**config.mk**
```make
export PLATFORM = sky130hd
export DESIGN_NAME = alu_pipe
export DESIGN_NICKNAME = d
export VERILOG_FILES = /design/src/rtl/alu_pkg.sv /design/src/rtl/alu_core.sv /design/src/rtl/alu_pipe.sv
export SDC_FILE = /design/constraint.sdc
export NUM_CORES = 1
export LEC_CHECK = 0
export ABC_AREA = 1
export CAP_MARGIN = 25
export CORE_ASPECT_RATIO = 1.5
export CORE_MARGIN = 3
export CORE_UTILIZATION = 53
export CTS_CLUSTER_DIAMETER = 200
export DETAILED_ROUTE_END_ITERATION = 16
export GPL_ROUTABILITY_DRIVEN = 0
export GPL_TIMING_DRIVEN = 0
export HOLD_SLACK_MARGIN = 0.1
export MAX_ROUTING_LAYER = met4
export PLACE_DENSITY_LB_ADDON = 0.12
export SYNTH_ARGS = -nofsm -noshare
export SYNTH_HDL_FRONTEND = slang
export SYNTH_SLANG_ARGS = --single-unit
export TNS_END_PERCENT = 5
```
**constraint.sdc**
```tcl
create_clock -name clk -period 3.3 [get_ports clk]
set_clock_uncertainty 0.1 [all_clocks]
set_input_delay 0.33 -clock clk [delete_from_list [all_inputs] [get_ports clk]]
set_output_delay 0.33 -clock clk [all_outputs]
set_load 0.05 [all_outputs]
```
**src/rtl/alu_pkg.sv**
```systemverilog
// Shared opcode encodings and flag-vector layout for the pipelined ALU.
package alu_pkg;

  localparam logic [2:0] OP_ADD = 3'b000;
  localparam logic [2:0] OP_ADC = 3'b001;
  localparam logic [2:0] OP_SUB = 3'b010;
  localparam logic [2:0] OP_SBB = 3'b011;
  localparam logic [2:0] OP_AND = 3'b100;
  localparam logic [2:0] OP_OR  = 3'b101;
  localparam logic [2:0] OP_XOR = 3'b110;
  localparam logic [2:0] OP_CMP = 3'b111;

  // Flag vector is packed as {S, ZR, CY, P, V}
  localparam int NFLAGS = 5;
  localparam int S  = 4;
  localparam int ZR = 3;
  localparam int CY = 2;
  localparam int P  = 1;
  localparam int V  = 0;

endpackage

```
**src/rtl/alu_core.sv**
```systemverilog
// Combinational ALU datapath: result and flags from op, operands and carry-in.
module alu_core
  import alu_pkg::*;
#(
  parameter int WIDTH = 16
) (
  input  logic [2:0]        op_i,
  input  logic [WIDTH-1:0]  x_i,
  input  logic [WIDTH-1:0]  y_i,
  input  logic              cin_i,
  output logic [WIDTH-1:0]  z_o,
  output logic [NFLAGS-1:0] flags_o
);

  function automatic logic even_parity(input logic [WIDTH-1:0] val);
    return ~^val;
  endfunction

  logic [WIDTH:0]   wide;
  logic [WIDTH-1:0] zc;
  logic             is_sub;
  logic             is_arith;
  logic             x_msb, y_msb, z_msb;

  // WIDTH+1-bit arithmetic: the top bit is carry for adds and borrow for subtracts
  always_comb begin
    wide     = '0;
    is_sub   = 1'b0;
    is_arith = 1'b1;
    case (op_i)
      OP_ADD: wide = {1'b0, x_i} + {1'b0, y_i};
      OP_ADC: wide = {1'b0, x_i} + {1'b0, y_i} + {{WIDTH{1'b0}}, cin_i};
      OP_SUB, OP_CMP: begin
        wide   = {1'b0, x_i} - {1'b0, y_i};
        is_sub = 1'b1;
      end
      OP_SBB: begin
        wide   = {1'b0, x_i} - {1'b0, y_i} - {{WIDTH{1'b0}}, cin_i};
        is_sub = 1'b1;
      end
      OP_AND: begin
        wide     = {1'b0, x_i & y_i};
        is_arith = 1'b0;
      end
      OP_OR: begin
        wide     = {1'b0, x_i | y_i};
        is_arith = 1'b0;
      end
      OP_XOR: begin
        wide     = {1'b0, x_i ^ y_i};
        is_arith = 1'b0;
      end
      default: wide = '0;
    endcase
  end

  assign zc    = wide[WIDTH-1:0];
  assign x_msb = x_i[WIDTH-1];
  assign y_msb = y_i[WIDTH-1];
  assign z_msb = zc[WIDTH-1];

  always_comb begin
    flags_o     = '0;
    flags_o[S]  = z_msb;
    flags_o[ZR] = (zc == '0);
    flags_o[CY] = is_arith & wide[WIDTH];
    flags_o[P]  = even_parity(zc);
    if (is_arith) begin
      if (is_sub) flags_o[V] = (x_msb != y_msb) && (z_msb != x_msb);
      else        flags_o[V] = (x_msb == y_msb) && (z_msb != x_msb);
    end
  end

  // CMP only sets flags; the operand passes through unchanged
  assign z_o = (op_i == OP_CMP) ? x_i : zc;

endmodule

```
**src/rtl/alu_pipe.sv**
```systemverilog
// Two-stage valid/ready ALU pipeline: operand register, then compute-and-register result/flags.
module alu_pipe
  import alu_pkg::*;
#(
  parameter int WIDTH = 16
) (
  input  logic             clk,
  input  logic             rst_n,
  input  logic             in_valid,
  output logic             in_ready,
  input  logic [2:0]       op,
  input  logic [WIDTH-1:0] x,
  input  logic [WIDTH-1:0] y,
  output logic             out_valid,
  input  logic             out_ready,
  output logic [WIDTH-1:0] z,
  output logic             s,
  output logic             zr,
  output logic             cy,
  output logic             p,
  output logic             v
);

  logic              vld_p1_q, vld_p1_d;
  logic              vld_p2_q, vld_p2_d;
  logic [2:0]        op_p1_q;
  logic [WIDTH-1:0]  x_p1_q, y_p1_q;
  logic [WIDTH-1:0]  z_p2_q, z_p2_d;
  logic [NFLAGS-1:0] flags_p2_q, flags_p2_d;
  logic              cy_q, cy_d;
  logic [WIDTH-1:0]  core_z;
  logic [NFLAGS-1:0] core_flags;
  logic              s2_adv, s1_move, in_fire;

  assign s2_adv   = !vld_p2_q || out_ready;
  assign s1_move  = vld_p1_q && s2_adv;
  assign in_ready = !vld_p1_q || s2_adv;
  assign in_fire  = in_valid && in_ready;

  // Stage 1 -> stage 2 boundary
  alu_core #(.WIDTH(WIDTH)) u_core (
    .op_i    (op_p1_q),
    .x_i     (x_p1_q),
    .y_i     (y_p1_q),
    .cin_i   (cy_q),
    .z_o     (core_z),
    .flags_o (core_flags)
  );

  always_comb begin
    vld_p1_d   = vld_p1_q;
    vld_p2_d   = vld_p2_q;
    z_p2_d     = z_p2_q;
    flags_p2_d = flags_p2_q;
    cy_d       = cy_q;
    if (s1_move)  vld_p1_d = 1'b0;
    if (in_fire)  vld_p1_d = 1'b1;
    if (out_ready) vld_p2_d = 1'b0;
    if (s1_move) begin
      vld_p2_d   = 1'b1;
      z_p2_d     = core_z;
      flags_p2_d = core_flags;
      cy_d       = core_flags[CY];
    end
  end

  always_ff @(posedge clk or negedge rst_n) begin
    if (!rst_n) begin
      vld_p1_q   <= 1'b0;
      vld_p2_q   <= 1'b0;
      z_p2_q     <= '0;
      flags_p2_q <= '0;
      cy_q       <= 1'b0;
    end else begin
      vld_p1_q   <= vld_p1_d;
      vld_p2_q   <= vld_p2_d;
      z_p2_q     <= z_p2_d;
      flags_p2_q <= flags_p2_d;
      cy_q       <= cy_d;
    end
  end

  // Input -> stage 1 boundary; operands are qualified by vld_p1_q so need no reset
  always_ff @(posedge clk) begin
    if (in_fire) begin
      op_p1_q <= op;
      x_p1_q  <= x;
      y_p1_q  <= y;
    end
  end

  assign out_valid = vld_p2_q;
  assign z         = z_p2_q;
  assign s         = flags_p2_q[S];
  assign zr        = flags_p2_q[ZR];
  assign cy        = flags_p2_q[CY];
  assign p         = flags_p2_q[P];
  assign v         = flags_p2_q[V];

endmodule

```
Word-level counts from Yosys, hierarchy flattened
Index checks and enable logic that the tools add are counted.
{ "op_classes": {"n_addsub": 4, "eq_ne": 10, "n_mux": 10, "n_bitwise": 4, "n_reduce_logical": 16} }
{ "op_table": {"columns": ["op", "count"], "rows": [
  ["case mux 17 bit (7 select lines)", 1],
  ["adder 16 x 16 -> 17 bit", 1],
  ["adder 17 x 1 -> 17 bit", 1],
  ["subtractor 16 x 16 -> 17 bit", 1],
  ["subtractor 17 x 1 -> 17 bit", 1],
  ["bitwise AND 16 bit", 1],
  ["zero test 16 bit", 1],
  ["2-to-1 mux 16 bit", 1],
  ["bitwise OR 16 bit", 1],
  ["XNOR reduction 16 bit", 1],
  ["bitwise XOR 16 bit", 1],
  ["equality test 3 bit, second input constant", 4],
  ["2-to-1 mux 1 bit", 8],
  ["equality test 3 x 2 -> 1 bit, second input constant", 2],
  ["OR reduction 3 bit", 2],
  ["logical AND 1 bit", 4],
  ["nonzero test 2 bit", 2],
  ["equality test 3 x 1 -> 1 bit, second input constant", 1],
  ["zero test 3 bit", 1],
  ["zero test 1 bit", 2],
  ["logical OR 1 bit", 2],
  ["inequality test 1 bit", 2],
  ["OR reduction 2 bit", 1],
  ["bitwise AND 1 bit", 1],
  ["equality test 1 bit", 1]
]} }
{ "totals": {"regBits": 59, "out_inout_bits": 23, "word_cells": 52} }

Logic depth before layout (Yosys ltp)
Gate-level depths: netlist of the first run.
{ "logic_depth": {"ltp_word": 7, "ltp_mapped": 26, "ltp_nobuf": 25} }

Hierarchy
A second synthesis of the first run with hierarchy kept.
{ "hier_totals": {"hier_cells": 952, "area_unflattened_um2": 6328.6} }
{ "modules_own_cells": {"columns": ["module", "n_inst", "cells_each", "area_each_um2", "seq_area_each_um2"], "rows": [
  ["alu_core", 1, 817, 4367.9, 0.0],
  ["alu_pipe", 1, 135, 1960.6, 1626.6]
]} }

Least setup slack after synthesis of the first run
Ideal clock, no wire load.
{ "synth_path": {"path_kind": "reg2reg", "startpoint": "register y_p1_q[0]", "endpoint": "register flags_p2_q[1]", "setup_time_ns": 0.136, "arrival_ns": 3.197, "required_ns": 3.064, "slack_ns": -0.133, "stages_incl_launch_ff": 24, "synth_period_minus_slack_ns": 3.433, "cell_sequence": "edfxtp_1 > ha_1 > inv_1 > fa_1 > inv_1 > ha_1 > inv_1 > nor2_2 > nand3_2 > nor2_2 > nand3_2 > nor2_4 > nand2_2 > nor2_4 > nand2_1 > nand2_1 > nand3_1 > nand3_1 > nand2_2 > ha_1 > xnor2_1 > xnor2_1 > xnor2_1 > o21ai_0"} }
{ "synth_via": {"elab_chain_cells": 4, "word_cells_on_any_way": 9, "classes_between": "4 x add/sub; 1 x mux; 3 x bitwise; 1 x reduce/logical"} }
{ "synth_rtl": {"columns": ["element", "line_no", "rtl"], "rows": [
  ["from (decl)", "alu_pipe.sv:27", "logic [WIDTH-1:0] x_p1_q, y_p1_q;"],
  ["from (signal assigned)", "alu_pipe.sv:88", "y_p1_q <= y;"],
  ["subtractor 16 x 16 -> 17 bit / adder 16 x 16 -> 17 bit (equally long branches)", null, null],
  ["subtractor 17 x 1 -> 17 bit / adder 17 x 1 -> 17 bit (equally long branches)", "alu_core.sv:38, alu_core.sv:32", null],
  ["case mux 17 bit (7 select lines) *", "alu_core.sv:30", "case (op_i)"],
  ["XNOR reduction 16 bit *", "alu_core.sv:16", "return ~^val;"],
  ["to (signal assigned)", "alu_pipe.sv:78", "flags_p2_q <= flags_p2_d;"],
  ["to (decl)", "alu_pipe.sv:29", "logic [NFLAGS-1:0] flags_p2_q, flags_p2_d;"]
]} }
Mark *: on every way between the ends. The rest lies on a longest branch, timed or not.
A chain may end at the register's enable or synchronous reset.

Final worst setup path of the first run
{ "layout_path": {"startpoint": "register y_p1_q[8]", "endpoint": "register flags_p2_q[1]"} }
Same word-level chain as after synthesis.

==> impl_metrics.toml, run 1 <==
[run_status]
outcome = "complete, but fails checks"
violations = "setup timing"

[clocking]
clk-insertion-delay-late_ns = 0.32
htree_levels = 3
clock_path_buffers = 2
cts_hold_buf = 0
clockRootBuffer = "clkbuf_16"
cts.sinks = 58
cts_buffers = 9
cts.reportedPaths.clkPinSlew_ns = 0.05
cts_tree = "built"

[place]
dpl.hpwl_um = 15800
port_buffers = 61

[synthesis]
ys_seq_area_share_pct = 25.83
synthFlopType = "edfxtp_1"
synth_warnings = 0
synthCells = 922
synth_edf_count = 35
synthesis.area_mm2 = 0.006297
synth_fp_nets = 1023
synth-async-reset-ratio_pct = 39.66
ys_top_cells_by_area = "edfxtp_1, nand2_1, ha_1"
syn_area_per_cell_um2 = 6.830
yosys.cell_types.count = 52
synth-seq-cells = 58
synth_top_area_share_pct = 16.69
netlist_top_cells_count = "nand2_1, inv_1, nand3_1"
yosysTopAreaCell = "edfxtp_1"
synth_most_common_cell = "nand2_1"

[routing]
vias = 6689
wl_met1_um = 8238
drt_iter0_markers = 566
drtAntennaViolNets = 0
wl_met2_um = 10200
wl_met3_um = 1092
vias_per_cell = 5.673
drc = 0
top_layer = "met4"
avgRoutedWirePerCell_um = 17.64
firstDrtPassIters = 10
routed_wl_um = 20800

[worst_setup_path]
cpPeakStageDelay_ns = 0.37
startpoint_type = "flop"
cp_top_family = "simple AND/OR/NAND/NOR gates"
cp_max_fo = 10
cpMostUsedCell = "nand2_1"
crit_slowest_cell = "edfxtp_1"
path_buf_inv = 2
end_kind = "flop"
cp.required_ns = 3.39
crit_chain = "inv_1 > ha_1 > buf_4 > nand2_1 > nor2_1 > nand3_1 > nand4_1 > nand2_1 > nor2_4 > nand2_2 > nor2_4 > nand2_1 > nand2_1 > nand3_1 > nand3_2 > nand2_2 > ha_4 > xnor2_4 > xnor2_2 > xnor2_1 > o21ai_1"
critPathKind = "reg2reg"
cp.arrival_ns = 3.88

[floorplan]
io_pins = 62
std_cell_rows = 48
die_x_um = 95
die_area_mm2 = 0.01325
die_h_um = 139.5
core_area_mm2 = 0.01159
start_util_pct = 54.33

[cells_and_area]
antenna_cells = 0
final_nets = 1125
fin_util_pct = 69.16
drive_gt1_share_pct = 19.73
area_growth_pct = 27.30

[flow_run]
maxCapViolCount = 0

[sta]
fin_hold_ws_ns = 0.1862
slew_violations = 0
fmax_mhz = 263.7
fin_ws_ns = -0.4915
setup_viol = 2
rsz0062_at_grt = "true"
finalHoldViolCount = 0
relSlewSlack_pct = 58.37
fin_crit_ns = 3.791
fin_tns_setup_ns = -0.5993
period_share_pct = 114.9
worst_pin_slew_ns = 0.6087

[grt]
grt_overflow = 0
grt_pass1_wl_um = 32490
gr-usage-all-layers_pct = 32.83
grt_pass1_vias = 6590
grt_start_max_net_pins = 24
antenna_found_initial = 0

[worst_hold_path]
hold_class = "in2async"

[power_and_ir_drop]
p_leak_nw = 3.887
p_per_area_mw_per_mm2 = 525.2
vdd_drop_max_v = 0.0007254
[cells in the final DEF (no fill, tap or decap), drive strengths merged, types with 6 or more instances in the layout]
cell type,n
a21oi,51
buf,45
clkbuf,20
clkdlybuf4s50,61
dfrtp,23
edfxtp,35
ha,60
inv,149
nand2,295
nand3,76
nand4,20
nor2,73
nor3,6
nor4,6
o21ai,49
o21bai,7
o22ai,11
xnor2,8
[path summary, 6_finish.rpt]
| check | depth (start not counted) | slack [ns] | startpoint | to |
|---|---|---|---|---|
| setup reg to reg | 21 | -0.49 | y_p1_q[8] | flags_p2_q[1] |
| hold / removal | 1 | 0.19 | rst_n | z[14] |
| setup / recovery | 21 | -0.49 | y_p1_q[8] | flags_p2_q[1] |
| max in group asynchronous | 2 | 2.50 | rst_n | out_valid |
| min in group clk | 2 | 0.38 | z[1] | z[1] |
| hold reg to reg | 2 | 0.38 | z[1] | z[1] |
[final cells by class]
cell class,count,area (µm²)
inverters,150,574.3
plain buffers,24,151.4
clock inverters,5,30.03
repair buffers,91,887.1
flip-flops and latches,58,1627
well taps,150,187.7
multi-input cells,690,4317
fillers,974,3575
clock buffers,11,242.7
[per-stage QoR]
step           instance area [µm²]  std cells  power (W)  setup slack [ns]
3_3_place_gp                  7113       1133   0.003014           -0.6483
3_5_place_dp                  7141       1134   0.003032           -0.6448
5_1_grt                       8016       1179   0.004441           -0.6114
2_1_floorplan                 6315        922   0.002441          -0.04093
6_report                      8016       1179   0.004210           -0.4915
4_1_cts                       7757       1170   0.004037           -0.3372
[cells by family (layout without fill, tap and decap cells)]
logic type / count (synthesis) / after routing / share of synthesized area [%]
and+or+nand+nor: 484 / 484 / 36.02
xor gates and xnor gates: 11 / 11 / 1.768
AOI/OAI and AO/OA: 133 / 133 / 12.40
buffers and inverters: 174 / 281 / 11.42
DFF: 58 / 58 / 25.83
adders and majority gates: 62 / 62 / 12.56
[per-layer routing]
layer,GRT usage (%),vias up
li1,-,3187
met1,38.42,3055
met2,53.31,335
met3,4.164,112
met4,18.94,0
met5,-,-
[worst reg2reg max path, delay by kind of cell (launching register included)]
kind / cells / cell delay, ns
xor+xnor: 3 / 0.48
simple gates: 13 / 1.79
fa+ha+maj: 2 / 0.57
compound gates: 1 / 0.07
buf+inv: 2 / 0.27
flops: 1 / 0.37
[power breakdown]
group | internal, W | switching (W) | leakage [nW]
logic | 0.000871 | 0.00151 | 3.13
clock network | 0.000523 | 0.000313 | 0.131
registers | 0.000908 | 0.0000866 | 0.626
total | 0.00230 | 0.00191 | 3.89
[repair_timing]
| action | in CTS | in global routing |
|---|---|---|
| cloned | 0 | 0 |
| setup buffers | 20 | 8 |
| setup endpoints to repair | 2 | 7 |
| resized for setup | 44 | 31 |
| pin swaps | 37 | 32 |
[sequential cells by signal, indices dropped and copies added (netlist names)]
signal,cells
flags_p2_q,5
op_p1_q,3
out_valid,1
vld_p1_q,1
x_p1_q,16
y_p1_q,16
z,16
Power figures use the tool's default switching activity.
==> run 2: changes to the inputs <==
Clock period 3.3 ns to 3 ns, I/O delays scaled along.
==> run 2 against run 1 <==
The flow still finishes with violations (setup timing). Via count is 0.52% lower. Largest power group unchanged. Clock power increased by 10%. Power is 10% higher. Die area unchanged. Worst setup slack lost 0.25 ns. Core utilization grew 0.23 points.
==> impl_metrics.toml, run 2 (same netlist as run 1, synthesis figures left out) <==
[run_status]
outcome = "complete, but fails checks"
violations = "setup timing"

[cells_and_area]
drive_gt1_share_pct = 20.12
nFillCells = 969
final_cell_mix = "nand2_1, inv_1, clkdlybuf4s50_1"
final_nets = 1125
design_area_mm2 = 0.008043
antenna_cells = 0
final_common_cell = "nand2_1"
fin_util_pct = 69.39
area_growth_pct = 27.72

[sta]
worst_pin_slew_ns = 0.6382
relSlewSlack_pct = 57.06
fin_tns_setup_ns = -2.058
rsz0062_at_grt = "true"
fmax_mhz = 267.4
fin_crit_ns = 3.740
finalHoldViolCount = 0
period_share_pct = 124.7
fin_ws_ns = -0.7396
setup_viol = 14
slew_violations = 0

[routing]
vias_per_cell = 5.644
drc = 0
drtAntennaViolNets = 0
drt_iter0_markers = 562
firstDrtPassIters = 7
wl_met2_um = 10200
top_layer = "met4"
wl_met3_um = 1179
avgRoutedWirePerCell_um = 17.62
routed_wl_um = 20770
wl_met1_um = 8144
vias = 6654

[grt]
grt_pass1_wl_um = 32490
grt_pass1_vias = 6590
gr-usage-all-layers_pct = 32.83
antenna_found_initial = 0
grt_start_max_net_pins = 24
grt_overflow = 0

[clocking]
cts_buffers = 9
cts.reportedPaths.clkPinSlew_ns = 0.05
cts_tree = "built"
clockRootBuffer = "clkbuf_16"
clock_path_buffers = 2
cts_hold_buf = 0
cts.sinks = 58
clk-insertion-delay-late_ns = 0.32
htree_levels = 3

[power_and_ir_drop]
swShare_pct = 45.28
power.share.clock_pct = 19.9
p_comb_share_pct = 56.5
power_switching_w = 0.002099
vdd_drop_max_v = 0.0007975
p_per_area_mw_per_mm2 = 576.2
power_frac_seq_pct = 23.6
p_leak_nw = 3.894
internal-power_w = 0.002536

[worst_setup_path]
cp.arrival_ns = 3.83
setup.worst_path.start = "y_p1_q[8]"
critPathKind = "reg2reg"
end_kind = "flop"
r2r-start = "y_p1_q[8]"
cp.required_ns = 3.09
startpoint_type = "flop"
cp_max_fo = 10

[floorplan]
start_util_pct = 54.33
die_x_um = 95
core_area_mm2 = 0.01159
die_area_mm2 = 0.01325
die_h_um = 139.5
std_cell_rows = 48
io_pins = 62

[worst_hold_path]
hold_class = "in2async"

[flow_run]
maxCapViolCount = 0

[place]
dpl.hpwl_um = 15800
port_buffers = 61
place_area_mm2 = 0.007141
## run 2: final timing paths
check                      depth (start not counted)       endpoint  slack, ns
max                                               21  flags_p2_q[1]      -0.74
min                                                1          z[14]       0.15
max reg2reg                                       21  flags_p2_q[1]      -0.74
min reg2reg                                        2           z[1]       0.38
max in group asynchronous                          2           z[9]       2.24
min in group clk                                   2           z[1]       0.38
## run 2: per-stage QoR
step / hold slack, ns / power (W) / std cells / setup WS [ns]
2_1_floorplan: -0.09559 / 0.002685 / 922 / -0.3409
3_3_place_gp: 0.3658 / 0.003315 / 1133 / -0.9483
3_5_place_dp: 0.3679 / 0.003335 / 1134 / -0.9448
4_1_cts: 0.3865 / 0.004442 / 1170 / -0.6372
5_1_grt: 0.1693 / 0.004894 / 1179 / -0.9043
6_report: 0.1540 / 0.004635 / 1179 / -0.7396
## run 2: power groups by stage
stage | Combinational (W) | Sequential [W] | Clock, W
5_1_grt | 0.00282 | 0.00111 | 0.000971
3_3_place_gp | 0.00221 | 0.00110 | 0
6_report | 0.00262 | 0.00109 | 0.000922
2_1_floorplan | 0.00125 | 0.00143 | 0
3_5_place_dp | 0.00224 | 0.00110 | 0
4_1_cts | 0.00241 | 0.00109 | 0.000936
## run 2: cell type report
class | count | area, µm² | area share [%]
Clock buffer | 11 | 242.7 | 3.018
Inverter | 150 | 574.3 | 7.141
Clock inverter | 5 | 30.03 | 0.3734
Sequential cell | 58 | 1627 | 20.22
Multi-Input combinational cell | 690 | 4343 | 54.00
Timing Repair Buffer | 91 | 887.1 | 11.03
Tap cell | 150 | 187.7 | 2.334
Buffer | 24 | 151.4 | 1.882
## run 2: repair_timing
item                       in CTS  in global routing
pin swaps                      37                 33
setup endpoints to repair      17                 20
resized for setup              45                 38
setup buffers                  20                  8
## run 2: worst max-delay path, cell delays in order, from the launching register on
cell and delay [ns]:
edfxtp_1 0.37, inv_1 0.09, ha_1 0.30, buf_4 0.18
nand2_1 0.11, nor2_1 0.34, nand3_1 0.25, nand4_1 0.17
nand2_1 0.11, nor2_4 0.14, nand2_2 0.09, nor2_4 0.12
nand2_1 0.06, nand2_1 0.06, nand3_1 0.10, nand3_2 0.12
nand2_2 0.09, ha_4 0.27, xnor2_4 0.14, xnor2_2 0.18
xnor2_1 0.14, o21ai_1 0.07
## run 2: layer usage
metal	vias to the layer above	track usage, %
li1	3183	-
met2	340	53.31
met3	109	4.164
met4	0	18.94
met1	3022	38.42
met5	-	-
